**src/rtl/keypad_pkg.sv**
```systemverilog
// Shared definitions for the 4x4 matrix keypad: FSM states and the key map.
// The scan controller should use the same map so both ends agree on
// which column/row a key code sits on.
package keypad_pkg;

  typedef enum logic [2:0] {
    ST_IDLE       = 3'd0,
    ST_BOUNCE_IN  = 3'd1,
    ST_HOLD       = 3'd2,
    ST_BOUNCE_OUT = 3'd3,
    ST_GAP        = 3'd4
  } state_t;

  // Row lines are active-low; all high means no contact on any row
  localparam logic [3:0] ROW_IDLE = 4'b1111;

  // Column index per key, packed with key 0xF in the top two bits
  localparam logic [31:0] KEY_COL_MAP = {
    2'd1, 2'd0, 2'd0, 2'd3, 2'd0, 2'd0, 2'd1, 2'd2,
    2'd3, 2'd1, 2'd2, 2'd3, 2'd1, 2'd2, 2'd3, 2'd2
  };

  // Row index per key, packed with key 0xF in the top two bits
  localparam logic [31:0] KEY_ROW_MAP = {
    2'd3, 2'd2, 2'd3, 2'd3, 2'd1, 2'd0, 2'd0, 2'd0,
    2'd0, 2'd1, 2'd1, 2'd1, 2'd2, 2'd2, 2'd2, 2'd3
  };

  function automatic logic [1:0] key_col(input logic [3:0] key);
    return KEY_COL_MAP[{key, 1'b0} +: 2];
  endfunction

  // Active-low row pattern: only the key's own row bit is pulled low
  function automatic logic [3:0] key_row_pat(input logic [3:0] key);
    logic [1:0] idx;
    idx = KEY_ROW_MAP[{key, 1'b0} +: 2];
    return ~(4'b0001 << idx);
  endfunction

endpackage

```
**src/rtl/keypad_key_decode.sv**
```systemverilog
// Combinational key-code decode into the column to watch and the row
// pattern to drive when that column is scanned.
module keypad_key_decode
  import keypad_pkg::*;
(
  input  logic [3:0] key,
  output logic [1:0] col_idx,
  output logic [3:0] row_pat
);

  assign col_idx = key_col(key);
  assign row_pat = key_row_pat(key);

endmodule

```
**src/rtl/keypad_emulator.sv**
```systemverilog
// Responder side of a 4x4 matrix keypad. A press request is accepted over
// valid/ready, then the key goes through bounce-in, solid hold, bounce-out
// and a released gap before the next request can be taken. While contact
// is made, the key's row is pulled low whenever its column is scanned.
module keypad_emulator
  import keypad_pkg::*;
#(
  parameter int unsigned HOLD_CYCLES   = 32'd8_388_608,
  parameter int unsigned BOUNCE_CYCLES = 32'd0,
  parameter int unsigned BOUNCE_TOGGLE = 32'd4096,
  parameter int unsigned GAP_CYCLES    = 32'd4_194_304,
  parameter int          CNT_W         = 32
) (
  input  logic       clk,
  input  logic       reset_n,
  input  logic       req_valid,
  input  logic [3:0] req_key,
  output logic       req_ready,
  input  logic [3:0] col,
  output logic [3:0] row,
  output logic       contact,
  output logic       busy,
  output logic       done
);

  localparam bit HAS_BOUNCE = (BOUNCE_CYCLES != 32'd0);
  localparam bit HAS_GAP    = (GAP_CYCLES != 32'd0);

  localparam int unsigned HOLD_EFF   = (HOLD_CYCLES == 32'd0) ? 32'd1 : HOLD_CYCLES;
  localparam int unsigned TOGGLE_EFF = (BOUNCE_TOGGLE == 32'd0) ? 32'd1 : BOUNCE_TOGGLE;
  localparam int unsigned BOUNCE_EFF = HAS_BOUNCE ? BOUNCE_CYCLES : 32'd1;
  localparam int unsigned GAP_EFF    = HAS_GAP ? GAP_CYCLES : 32'd1;

  localparam logic [CNT_W-1:0] HOLD_LAST   = CNT_W'(HOLD_EFF - 32'd1);
  localparam logic [CNT_W-1:0] TOGGLE_LAST = CNT_W'(TOGGLE_EFF - 32'd1);
  localparam logic [CNT_W-1:0] BOUNCE_LAST = CNT_W'(BOUNCE_EFF - 32'd1);
  localparam logic [CNT_W-1:0] GAP_LAST    = CNT_W'(GAP_EFF - 32'd1);
  localparam logic [CNT_W-1:0] CNT_ONE     = CNT_W'(1);

  state_t           state;
  logic [CNT_W-1:0] cnt;
  logic [CNT_W-1:0] tog;
  logic [3:0]       key_q;
  logic [1:0]       col_idx;
  logic [3:0]       row_pat;

  keypad_key_decode u_decode (
    .key     (key_q),
    .col_idx (col_idx),
    .row_pat (row_pat)
  );

  assign busy      = (state != ST_IDLE);
  assign req_ready = (state == ST_IDLE);

  // Press sequencer: phase counter, bounce toggling, contact and done pulse
  always_ff @(posedge clk or negedge reset_n) begin
    if (!reset_n) begin
      state   <= ST_IDLE;
      cnt     <= '0;
      tog     <= '0;
      key_q   <= 4'h0;
      contact <= 1'b0;
      done    <= 1'b0;
    end else begin
      done <= 1'b0;
      case (state)
        ST_IDLE: begin
          if (req_valid) begin
            key_q   <= req_key;
            cnt     <= '0;
            tog     <= '0;
            contact <= 1'b1;
            if (HAS_BOUNCE) state <= ST_BOUNCE_IN;
            else            state <= ST_HOLD;
          end
        end
        ST_BOUNCE_IN: begin
          if (cnt == BOUNCE_LAST) begin
            state   <= ST_HOLD;
            cnt     <= '0;
            contact <= 1'b1;
          end else begin
            cnt <= cnt + CNT_ONE;
            if (tog == TOGGLE_LAST) begin
              tog     <= '0;
              contact <= ~contact;
            end else begin
              tog <= tog + CNT_ONE;
            end
          end
        end
        ST_HOLD: begin
          if (cnt == HOLD_LAST) begin
            cnt     <= '0;
            tog     <= '0;
            contact <= 1'b0;
            if (HAS_BOUNCE) begin
              state <= ST_BOUNCE_OUT;
            end else if (HAS_GAP) begin
              state <= ST_GAP;
            end else begin
              state <= ST_IDLE;
              done  <= 1'b1;
            end
          end else begin
            cnt <= cnt + CNT_ONE;
          end
        end
        ST_BOUNCE_OUT: begin
          if (cnt == BOUNCE_LAST) begin
            cnt     <= '0;
            contact <= 1'b0;
            if (HAS_GAP) begin
              state <= ST_GAP;
            end else begin
              state <= ST_IDLE;
              done  <= 1'b1;
            end
          end else begin
            cnt <= cnt + CNT_ONE;
            if (tog == TOGGLE_LAST) begin
              tog     <= '0;
              contact <= ~contact;
            end else begin
              tog <= tog + CNT_ONE;
            end
          end
        end
        ST_GAP: begin
          contact <= 1'b0;
          if (cnt == GAP_LAST) begin
            state <= ST_IDLE;
            cnt   <= '0;
            done  <= 1'b1;
          end else begin
            cnt <= cnt + CNT_ONE;
          end
        end
        default: begin
          state   <= ST_IDLE;
          cnt     <= '0;
          tog     <= '0;
          contact <= 1'b0;
        end
      endcase
    end
  end

  // Row sense: pull the key's row low only while contact is made and its column is driven
  always_ff @(posedge clk or negedge reset_n) begin
    if (!reset_n) begin
      row <= ROW_IDLE;
    end else if (contact && !col[col_idx]) begin
      row <= row_pat;
    end else begin
      row <= ROW_IDLE;
    end
  end

endmodule

```
**config.mk**
```make
export PLATFORM = sky130hd
export DESIGN_NAME = keypad_emulator
export DESIGN_NICKNAME = d
export VERILOG_FILES = /design/src/rtl/keypad_pkg.sv /design/src/rtl/keypad_key_decode.sv /design/src/rtl/keypad_emulator.sv
export SDC_FILE = /design/constraint.sdc
export NUM_CORES = 1
export LEC_CHECK = 0
export ABC_AREA = 1
export BUFFER_PORTS_ARGS = -buffer_cell sky130_fd_sc_hd__buf_2
export CAP_MARGIN = 20
export CORE_ASPECT_RATIO = 1.75
export CORE_MARGIN = 2
export CORE_UTILIZATION = 40
export DETAILED_ROUTE_END_ITERATION = 12
export PLACE_DENSITY = 0.54
export SETUP_SLACK_MARGIN = 0.02
export SLEW_MARGIN = 0
export SYNTH_ARGS = -nofsm -noshare
export SYNTH_HDL_FRONTEND = slang
export SYNTH_HIERARCHICAL = 1
export SYNTH_SLANG_ARGS = --single-unit
```
**constraint.sdc**
```tcl
create_clock -name clk -period 1.9 [get_ports clk]
set_clock_uncertainty 0.05 [all_clocks]
set_input_delay 0 -clock clk [delete_from_list [all_inputs] [get_ports clk]]
set_output_delay 0 -clock clk [all_outputs]
set_load 0.02 [all_outputs]
```
==> flow_summary.toml, run 1 <==
[final_layout]
fillers = 761
drive_gt1_frac = 0.1802
nets = 476
final_common_cell = "nand2_1"
area_delta_synth_final_pct = 17.63
mostFrequentLayoutCells = "147 x nand2_1, 48 x nor2_1, 40 x dfrtp_1"
layout.core_utilization = 0.4824
antennaDiodeCount = 0

[timing]
fin_tns_setup_ns = 0
fmax_mhz = 565.4
finalMaxSlewViolations = 0
post-route-min-period_ns = 1.769
slew_headroom = 0.7612
fin_crit_sh = 0.9309
holdWs_ns = 0.05980
tightest_slew_ns = 0.3545
setup_violations = 0
hold_viol_final = 0
rsz0062_at_grt = "true"

[synthesis]
synthMuxAreaShare = 0
yosys_warnings = 6
synth-simple-area-share = 0.3488
synth_top_family_by_area = "simple AND/OR/NAND/NOR gates"
syn_area_um2 = 2945
syn-instance-count = 411
synth_adder_area_share = 0.04673
syn_nets = 433
synth_xor_area_frac = 0.05947
ys_types = 29
seq_area_frac_synth = 0.3755
ys_ff_latch = 44
synth_compound_area_frac = 0.08963
syn_avg_cell_area_um2 = 7.166

[setup_path]
timing.rr.end = "cnt[31]$_DFFE_PN0P_"
reg2regPathDepth = 10
r2r-start = "cnt[0]$_DFFE_PN0P_"
start_kind = "flip-flop"
cpPeakStageDelay_ns = 0.38
critical_path.cell_chain = "ha_1, nand2_1, nor2_2, nand2_2, nor2_4, nand2_1, nand2_2, nand2_8, nand2_8, o21ai_0"
regToRegSetupSlack_ns = 0.13
path_class = "reg2reg"
cp.arrival_ns = 1.89
cp_max_fo = 11
slowest_stage = "dfrtp_1"
cp-end-kind = "flip-flop"
cp.required_ns = 2.02

[cts]
clkLatencyLatePin_ns = 0.29
clk_pin_slew_ns = 0.06
clkSinkCount = 44
clk_path_buf_depth = 2
htree_levels = 2
cts_root_buf = "clkbuf_16"
cts_tree = "done"
cts_buffers = 5

[power]
p_int_mw = 2.153
p_leak_nw = 1.586
vdd_drop_max_uv = 558.6
p_sw_mw = 1.651
p_clk_frac = 0.225
pwr-share-seq = 0.310
pwr-share-comb = 0.466
switching_share = 0.4341
p_per_area_nw_per_um2 = 1098

[min_path]
min_path_cells = 4
min_to = "key_q[3]$_DFFE_PN0P_"
holdCritPathClass = "in2reg"
holdCritStartpoint = "req_valid"

[floorplan]
fp.dieW_um = 68.87
die_height_um = 117.5
initial_core_util = 0.4101
std_cell_rows = 41
core_um2 = 7182
ios = 19
dieArea_um2 = 8093

[global_routing]
grt_pass1_vias = 2709
grt_max_degree = 25
antenna_found_initial = 0
grt_overflow = 0
grtUsageTotal = 0.2043
grt_first_pass_wirelength_um = 12400

[route]
wire_per_inst_um = 14.12
vias_per_cell = 4.898
drt_iter0_drc = 114
vias = 2650
drcViolationCount = 0
drt_pass1_iterations = 5
wirelength_um = 7641
ant_nets = 0

[placed_design]
portBuffers = 18
hpwl_um = 5696
routabilityCongestion = 0.8550

[run_status]
status = "finished, final reports clean"

[job]
maxCapViolations = 0
cell usage after synthesis:
library cell,n,share of area
a21o_1,1,0.0025
a21oi_1,15,0.025
a21oi_2,2,0.0059
buf_1,1,0.0013
buf_12,2,0.014
buf_2,3,0.0051
buf_6,1,0.0038
dfrtp_1,40,0.34
dfstp_2,4,0.036
ha_1,11,0.047
inv_1,40,0.051
inv_2,4,0.0051
nand2_1,147,0.19
nand2_2,2,0.0042
nand2_4,2,0.0076
nand2_8,2,0.014
nand3_1,28,0.048
nand4_1,2,0.0042
nor2_1,51,0.065
nor2_2,2,0.0042
nor2_4,2,0.0076
nor3_1,1,0.0017
nor3_2,1,0.0034
nor4_1,1,0.0021
o21ai_0,16,0.027
o21ai_1,1,0.0017
o21ai_2,9,0.027
xnor2_1,5,0.015
xor2_1,15,0.045
cells by family (layout without fill, tap and decap cells):
logic type / after synthesis / after routing
DFF: 44 / 44
xor gates and xnor gates: 20 / 20
adders and majority gates: 11 / 11
buffers and inverters: 51 / 93
AOI/OAI and AO/OA: 44 / 44
and+or+nand+nor: 241 / 243
registers in the layout, indices dropped and copies added, names as in the netlist:
signal	flops
cnt	32
key_q	4
contact	1
row	4
done	1
state	2
area by class of cell:
| type | count | area (um2) | share of cell area |
|---|---|---|---|
| Multi-Input combinational cell | 318 | 1654 | 0.4774 |
| Tap cell | 86 | 107.6 | 0.03106 |
| Sequential cell | 44 | 1106 | 0.3192 |
| Clock buffer | 6 | 128.9 | 0.03720 |
| Inverter | 44 | 167.7 | 0.04839 |
| Clock inverter | 2 | 12.51 | 0.003611 |
| Timing Repair Buffer | 41 | 287.8 | 0.08306 |
how the worst max path moves through the flow:
stage / from / slack (ns) / to
floorplan: state[1]$_DFFE_PN0P_ / 0.1 / cnt[10]$_DFFE_PN0P_
global placement: cnt[0]$_DFFE_PN0P_ / -0.003 / cnt[31]$_DFFE_PN0P_
detailed placement: cnt[0]$_DFFE_PN0P_ / -0.003 / cnt[31]$_DFFE_PN0P_
CTS: key_q[1]$_DFFE_PN0P_ / 0.03 / row[2]$_DFF_PN1_
global route: key_q[0]$_DFFE_PN0P_ / 0.02 / row[2]$_DFF_PN1_
finish: cnt[0]$_DFFE_PN0P_ / 0.13 / cnt[31]$_DFFE_PN0P_
through the flow:
| step | cell area [um2] | instances | total power, mW | worst slack [ns] |
|---|---|---|---|---|
| floorplan | 2948 | 411 | 2.405 | 0.09928 |
| global placement | 3216 | 525 | 2.817 | -0.002826 |
| finish | 3465 | 541 | 3.804 | 0.1312 |
| detailed placement | 3216 | 525 | 2.844 | -0.003347 |
| global route | 3465 | 541 | 4.111 | 0.01692 |
| CTS | 3416 | 538 | 3.741 | 0.02710 |
worst max-delay path, delay by kind of cell (launching register included):
family / cells / cell delay [ns]
flops: 1 / 0.38
compound gates: 1 / 0.08
simple gates: 8 / 0.96
fa+ha+maj: 1 / 0.18
routing by layer:
layer  up-vias  GRT usage  part of all wire
met5         -          0                 0
met4         0    0.09191             0.021
met3        10    0.02964             0.023
met2        35     0.3804              0.58
met1      1236     0.2099              0.37
li1       1369          -                 -
power groups by stage:
stage	clock (mW)	sequential [mW]	combinational [mW]
6_report	0.855	1.18	1.77
5_1_grt	0.909	1.20	2.00
4_1_cts	0.874	1.18	1.69
3_5_place_dp	0	1.20	1.65
3_3_place_gp	0	1.19	1.62
2_1_floorplan	0	1.25	1.15
what timing repair did:
action / CTS / global route
hold endpoints to repair: 44 / 0
setup endpoints to repair: 1 / 37
pin swaps: 0 / 4
resized for setup: 1 / 11
hold buffers: 5 / 0
setup buffers: 0 / 1
gates cloned: 0 / 2
Note: power is estimated with default switching activity, not from simulation.
==> run 2, diff against run 1 <==
PLACE_DENSITY = not set   (was 0.54)
==> run 2 against run 1 <==
Net effect:
- maximum frequency grew 2.5%
- combinational power is 3% lower
- sequential cell count unchanged
- critical endpoint unchanged
- largest power group unchanged
==> flow_summary.toml, run 2 (synthesis gave the netlist of run 1 again) <==
[setup_path]
cp_top_family = "simple AND/OR/NAND/NOR gates"
cp-end-kind = "flip-flop"
cp_common_cell = "nand2_1"
critical_path.cell_chain = "nand2_1, nor2_1, nand2_1, nor2_4, nand2_1, nand2_4, nand2_8, nand2_8, o21ai_0"
cp.arrival_ns = 1.85
cp.required_ns = 2.03
path_class = "reg2reg"
regToRegSetupSlack_ns = 0.17
cp_max_fo = 11
r2r-start = "cnt[15]$_DFFE_PN0P_"
critical_path_buf_inv_count = 0
cpPeakStageDelay_ns = 0.41
timing.rr.end = "cnt[31]$_DFFE_PN0P_"
slowest_stage = "dfrtp_1"
reg2regPathDepth = 9
start_kind = "flip-flop"

[global_routing]
grtUsageTotal = 0.1946
grt_max_degree = 45
antenna_found_initial = 0
grt_first_pass_wirelength_um = 11760
grt_overflow = 0
grt_pass1_vias = 2624

[route]
vias_per_cell = 5.020
vias = 2721
drt_iter0_drc = 103
drt_pass1_iterations = 4
ant_nets = 0
wire_per_inst_um = 13.17
wirelength_um = 7138
drcViolationCount = 0

[cts]
htree_levels = 2
clkLatencyLatePin_ns = 0.30
clk_path_buf_depth = 2
cts_root_buf = "clkbuf_16"
clk_pin_slew_ns = 0.07
cts_buffers = 5
clkSinkCount = 44
cts_tree = "done"

[timing]
slew_headroom = 0.6121
rsz0062_at_grt = "false"
post-route-min-period_ns = 1.725
setup_violations = 0
hold_viol_final = 0
final.setup.worst_slack_ns = 0.1747
fin_tns_setup_ns = 0
fin_crit_sh = 0.9081
tightest_slew_ns = 0.5818
finalMaxSlewViolations = 0
fmax_mhz = 579.6

[min_path]
holdCritPathClass = "in2reg"
min_to = "key_q[1]$_DFFE_PN0P_"
holdCritStartpoint = "req_valid"
min_path_cells = 4

[run_status]
status = "finished, final reports clean"

[placed_design]
portBuffers = 18
hpwl_um = 5504
dp_slack_ns = 0.01526
routabilityCongestion = 0.9059

[job]
maxCapViolations = 0

[final_layout]
drive_gt1_frac = 0.1842
mostFrequentLayoutCells = "147 x nand2_1, 48 x nor2_1, 40 x dfrtp_1"
antennaDiodeCount = 0
area_delta_synth_final_pct = 18.78
top_register = "cnt"
fillers = 739
largest_register_ff_count = 32
nets = 477
final_common_cell = "nand2_1"
largestRegisters = "cnt: 32 flops, key_q: 4 flops, row: 4 flops"

[floorplan]
fp.dieW_um = 68.87
initial_core_util = 0.4101
die_height_um = 117.5
core_um2 = 7182
dieArea_um2 = 8093
ios = 19
std_cell_rows = 41

[power]
p_leak_nw = 1.616
vdd_drop_max_uv = 487.5
p_per_area_nw_per_um2 = 1113
-- run 2: timing repair --
| action | in CTS | in global routing |
|---|---|---|
| buffers inserted | 0 | 0 |
| resized for setup | 2 | 7 |
| hold buffers | 5 | 0 |
| hold endpoints to repair | 44 | 0 |
| endpoints found under the setup margin | 4 | 27 |
| pin swaps | 1 | 1 |
-- run 2: metrics by stage --
stage / hold slack, ns / instances / instance area, um2 / total power, mW / util
2_1_floorplan: -0.3456 / 411 / 2948 / 2.405 / -
3_3_place_gp: 0.06681 / 529 / 3246 / 2.805 / 0.4519
3_5_place_dp: 0.07375 / 529 / 3246 / 2.838 / 0.4519
4_1_cts: 0.03648 / 542 / 3467 / 3.885 / 0.4828
5_1_grt: 0.1005 / 542 / 3498 / 4.196 / 0.4871
6_report: 0.06101 / 542 / 3498 / 3.892 / 0.4871
-- run 2: how the worst max path moves through the flow --
stage	startpoint	to	slack [ns]	cells after the start
6_report	cnt[15]$_DFFE_PN0P_	cnt[31]$_DFFE_PN0P_	0.17	9
3_3_place_gp	key_q[1]$_DFFE_PN0P_	row[1]$_DFF_PN1_	0.08	10
4_1_cts	cnt[0]$_DFFE_PN0P_	cnt[31]$_DFFE_PN0P_	0.05	10
5_1_grt	key_q[0]$_DFFE_PN0P_	row[3]$_DFF_PN1_	0.03	10
3_5_place_dp	key_q[1]$_DFFE_PN0P_	row[3]$_DFF_PN1_	0.02	10
2_1_floorplan	state[1]$_DFFE_PN0P_	cnt[10]$_DFFE_PN0P_	0.1	8
-- run 2: layout make-up --
type / count / area, um2 / area share
Clock buffer: 5 / 125.1 / 0.03577
Clock inverter: 3 / 46.29 / 0.01323
Inverter: 44 / 165.2 / 0.04721
Multi-Input combinational cell: 316 / 1638 / 0.4682
Sequential cell: 44 / 1106 / 0.3162
Tap cell: 86 / 107.6 / 0.03076
Timing Repair Buffer: 44 / 310.3 / 0.08870
-- run 2: report_power, final --
| part | switching (mW) | internal (mW) |
|---|---|---|
| clock | 0.388 | 0.625 |
| sequential | 0.0898 | 1.08 |
| combinational | 1.12 | 0.585 |
-- run 2: worst min-delay path, cell delays in order --
cell	delay [ns]
buf_2	0.10
nand2_1	0.14
nand2_1	0.09
nand2_1	0.04
-- run 2: per-layer routing --
layer / track usage / vias up / wire length (um)
met1: 0.1950 / 1277 / 2618
met2: 0.3480 / 58 / 3957
met5: 0 / - / 0
li1: - / 1365 / -
met4: 0.1225 / 0 / 355
met3: 0.03155 / 21 / 206
==> run 3, diff against run 2 <==
CORE_MARGIN = not set   (was 2)
==> run 3 against run 2 <==
Net effect:
- the flow now finishes with violations (design-rule violations)
- first-iteration DRC count grew 49%
- worst setup slack lost 0.046 ns
- final cell count is 0.92% lower
- final area decreased by 2.2%
- critical path type unchanged
- highest routed layer unchanged
==> flow_summary.toml, run 3 (synthesis gave the netlist of run 1 again) <==
[timing]
slew_headroom = 0.6442
final.setup.worst_slack_ns = 0.1286
rsz0062_at_grt = "true"
fin_tns_setup_ns = 0
fin_crit_sh = 0.9323
fmax_mhz = 564.5
setup_violations = 0
hold_viol_final = 0
finalMaxSlewViolations = 0
tightest_slew_ns = 0.5338
post-route-min-period_ns = 1.771

[cts]
clkLatencyLatePin_ns = 0.30
htree_levels = 2
clk_path_buf_depth = 2
cts_root_buf = "clkbuf_16"
clk_pin_slew_ns = 0.07
clkSinkCount = 44
cts_tree = "done"
cts_buffers = 5

[setup_path]
cpPeakStageDelay_ns = 0.37
cp.required_ns = 2.02
critical_path.cell_chain = "ha_1, nand2_1, nor2_2, nand2_2, nor2_4, nand2_1, nand2_4, nand2_8, nand2_8, a21oi_1"
cp.arrival_ns = 1.89
start_kind = "flip-flop"
cp_max_fo = 15
cp-end-kind = "flip-flop"
slowest_stage = "dfrtp_1"
path_class = "reg2reg"

[final_layout]
drive_gt1_frac = 0.1707
largest_register_ff_count = 32
final_cells = 537
final_common_cell = "nand2_1"
fillers = 762
mostFrequentLayoutCells = "147 x nand2_1, 48 x nor2_1, 40 x dfrtp_1"
nets = 472
area_delta_synth_final_pct = 16.19
largestRegisters = "cnt: 32 flops, key_q: 4 flops, row: 4 flops"
top_register = "cnt"
antennaDiodeCount = 0

[floorplan]
ios = 19
std_cell_rows = 41
die_height_um = 115.5
dieArea_um2 = 7724
fp.dieW_um = 66.87
initial_core_util = 0.4101
core_um2 = 7182

[route]
drt_iter0_drc = 153
wirelength_um = 7313
vias = 2616
wire_per_inst_um = 13.62
drt_pass1_iterations = 9
ant_nets = 0
drcViolationCount = 2
vias_per_cell = 4.872

[placed_design]
hpwl_um = 5640
portBuffers = 18
dp_slack_ns = 0.002054
post-place-cells = 523
routabilityCongestion = 0.8587

[global_routing]
grtUsageTotal = 0.2203
grt_overflow = 0
grt_pass1_vias = 2730
antenna_found_initial = 0
grt_max_degree = 26
grt_first_pass_wirelength_um = 12540

[power]
power_mw = 3.701
p_leak_nw = 1.562
vdd_drop_max_uv = 396.0
p_per_area_nw_per_um2 = 1082

[job]
maxCapViolations = 0

[run_status]
violations = "design-rule violations"
status = "complete, but fails checks"

[min_path]
holdCritPathClass = "in2reg"
-- run 3: power breakdown --
| group | internal [mW] | switching, mW | total [mW] |
|---|---|---|---|
| Sequential | 1.08 | 0.0848 | 1.17 |
| Clock | 0.486 | 0.370 | 0.855 |
| Combinational | 0.556 | 1.12 | 1.68 |
-- run 3: what timing repair did --
item,in CTS,in global routing
gates resized for setup,1,9
setup endpoints to repair,4,37
hold endpoints to repair,23,0
pin swaps,1,2
buffers inserted,0,1
hold buffers,5,0
-- run 3: layer usage --
| metal | routed length, um | global-route usage |
|---|---|---|
| met1 | 2774 | 0.2147 |
| met5 | 0 | 0 |
| met2 | 4139 | 0.4256 |
| met4 | 286 | 0.1135 |
| met3 | 114 | 0.03445 |
-- run 3: cell type report --
class | count | area, um2 | area share
Clock buffer | 6 | 128.9 | 0.03766
Sequential cell | 44 | 1106 | 0.3232
Timing Repair Buffer | 39 | 272.8 | 0.07971
Clock inverter | 2 | 12.51 | 0.003656
Tap cell | 86 | 107.6 | 0.03144
Inverter | 44 | 167.7 | 0.04899
Multi-Input combinational cell | 316 | 1627 | 0.4753
-- run 3: final timing paths --
check | startpoint | slack [ns] | end | cells past startpoint
worst min-delay path | req_valid | 0.08 | key_q[0]$_DFFE_PN0P_ | 4
max in group asynchronous | reset_n | 1.03 | row[3]$_DFF_PN1_ | 3
worst max register to register | cnt[0]$_DFFE_PN0P_ | 0.13 | cnt[10]$_DFFE_PN0P_ | 10
worst min register to register | cnt[31]$_DFFE_PN0P_ | 0.47 | cnt[31]$_DFFE_PN0P_ | 2
min in group asynchronous | reset_n | 0.17 | cnt[25]$_DFFE_PN0P_ | 2
worst max-delay path | cnt[0]$_DFFE_PN0P_ | 0.13 | cnt[10]$_DFFE_PN0P_ | 10
-- run 3: worst max-delay path, delay by kind of cell (launching register included) --
family / cells / cell delay [ns]
AOI/OAI and AO/OA: 1 / 0.09
DFF: 1 / 0.37
adders and majority gates: 1 / 0.17
and+or+nand+nor: 8 / 0.95
-- run 3: metrics by stage --
step | util | hold WS [ns] | instance area (um2)
floorplan | - | -0.3456 | 2948
global placement | 0.4456 | -0.04932 | 3201
global route | 0.4765 | 0.1249 | 3422
detailed placement | 0.4456 | -0.04622 | 3201
CTS | 0.4726 | 0.07233 | 3395
finish | 0.4765 | 0.07954 | 3422
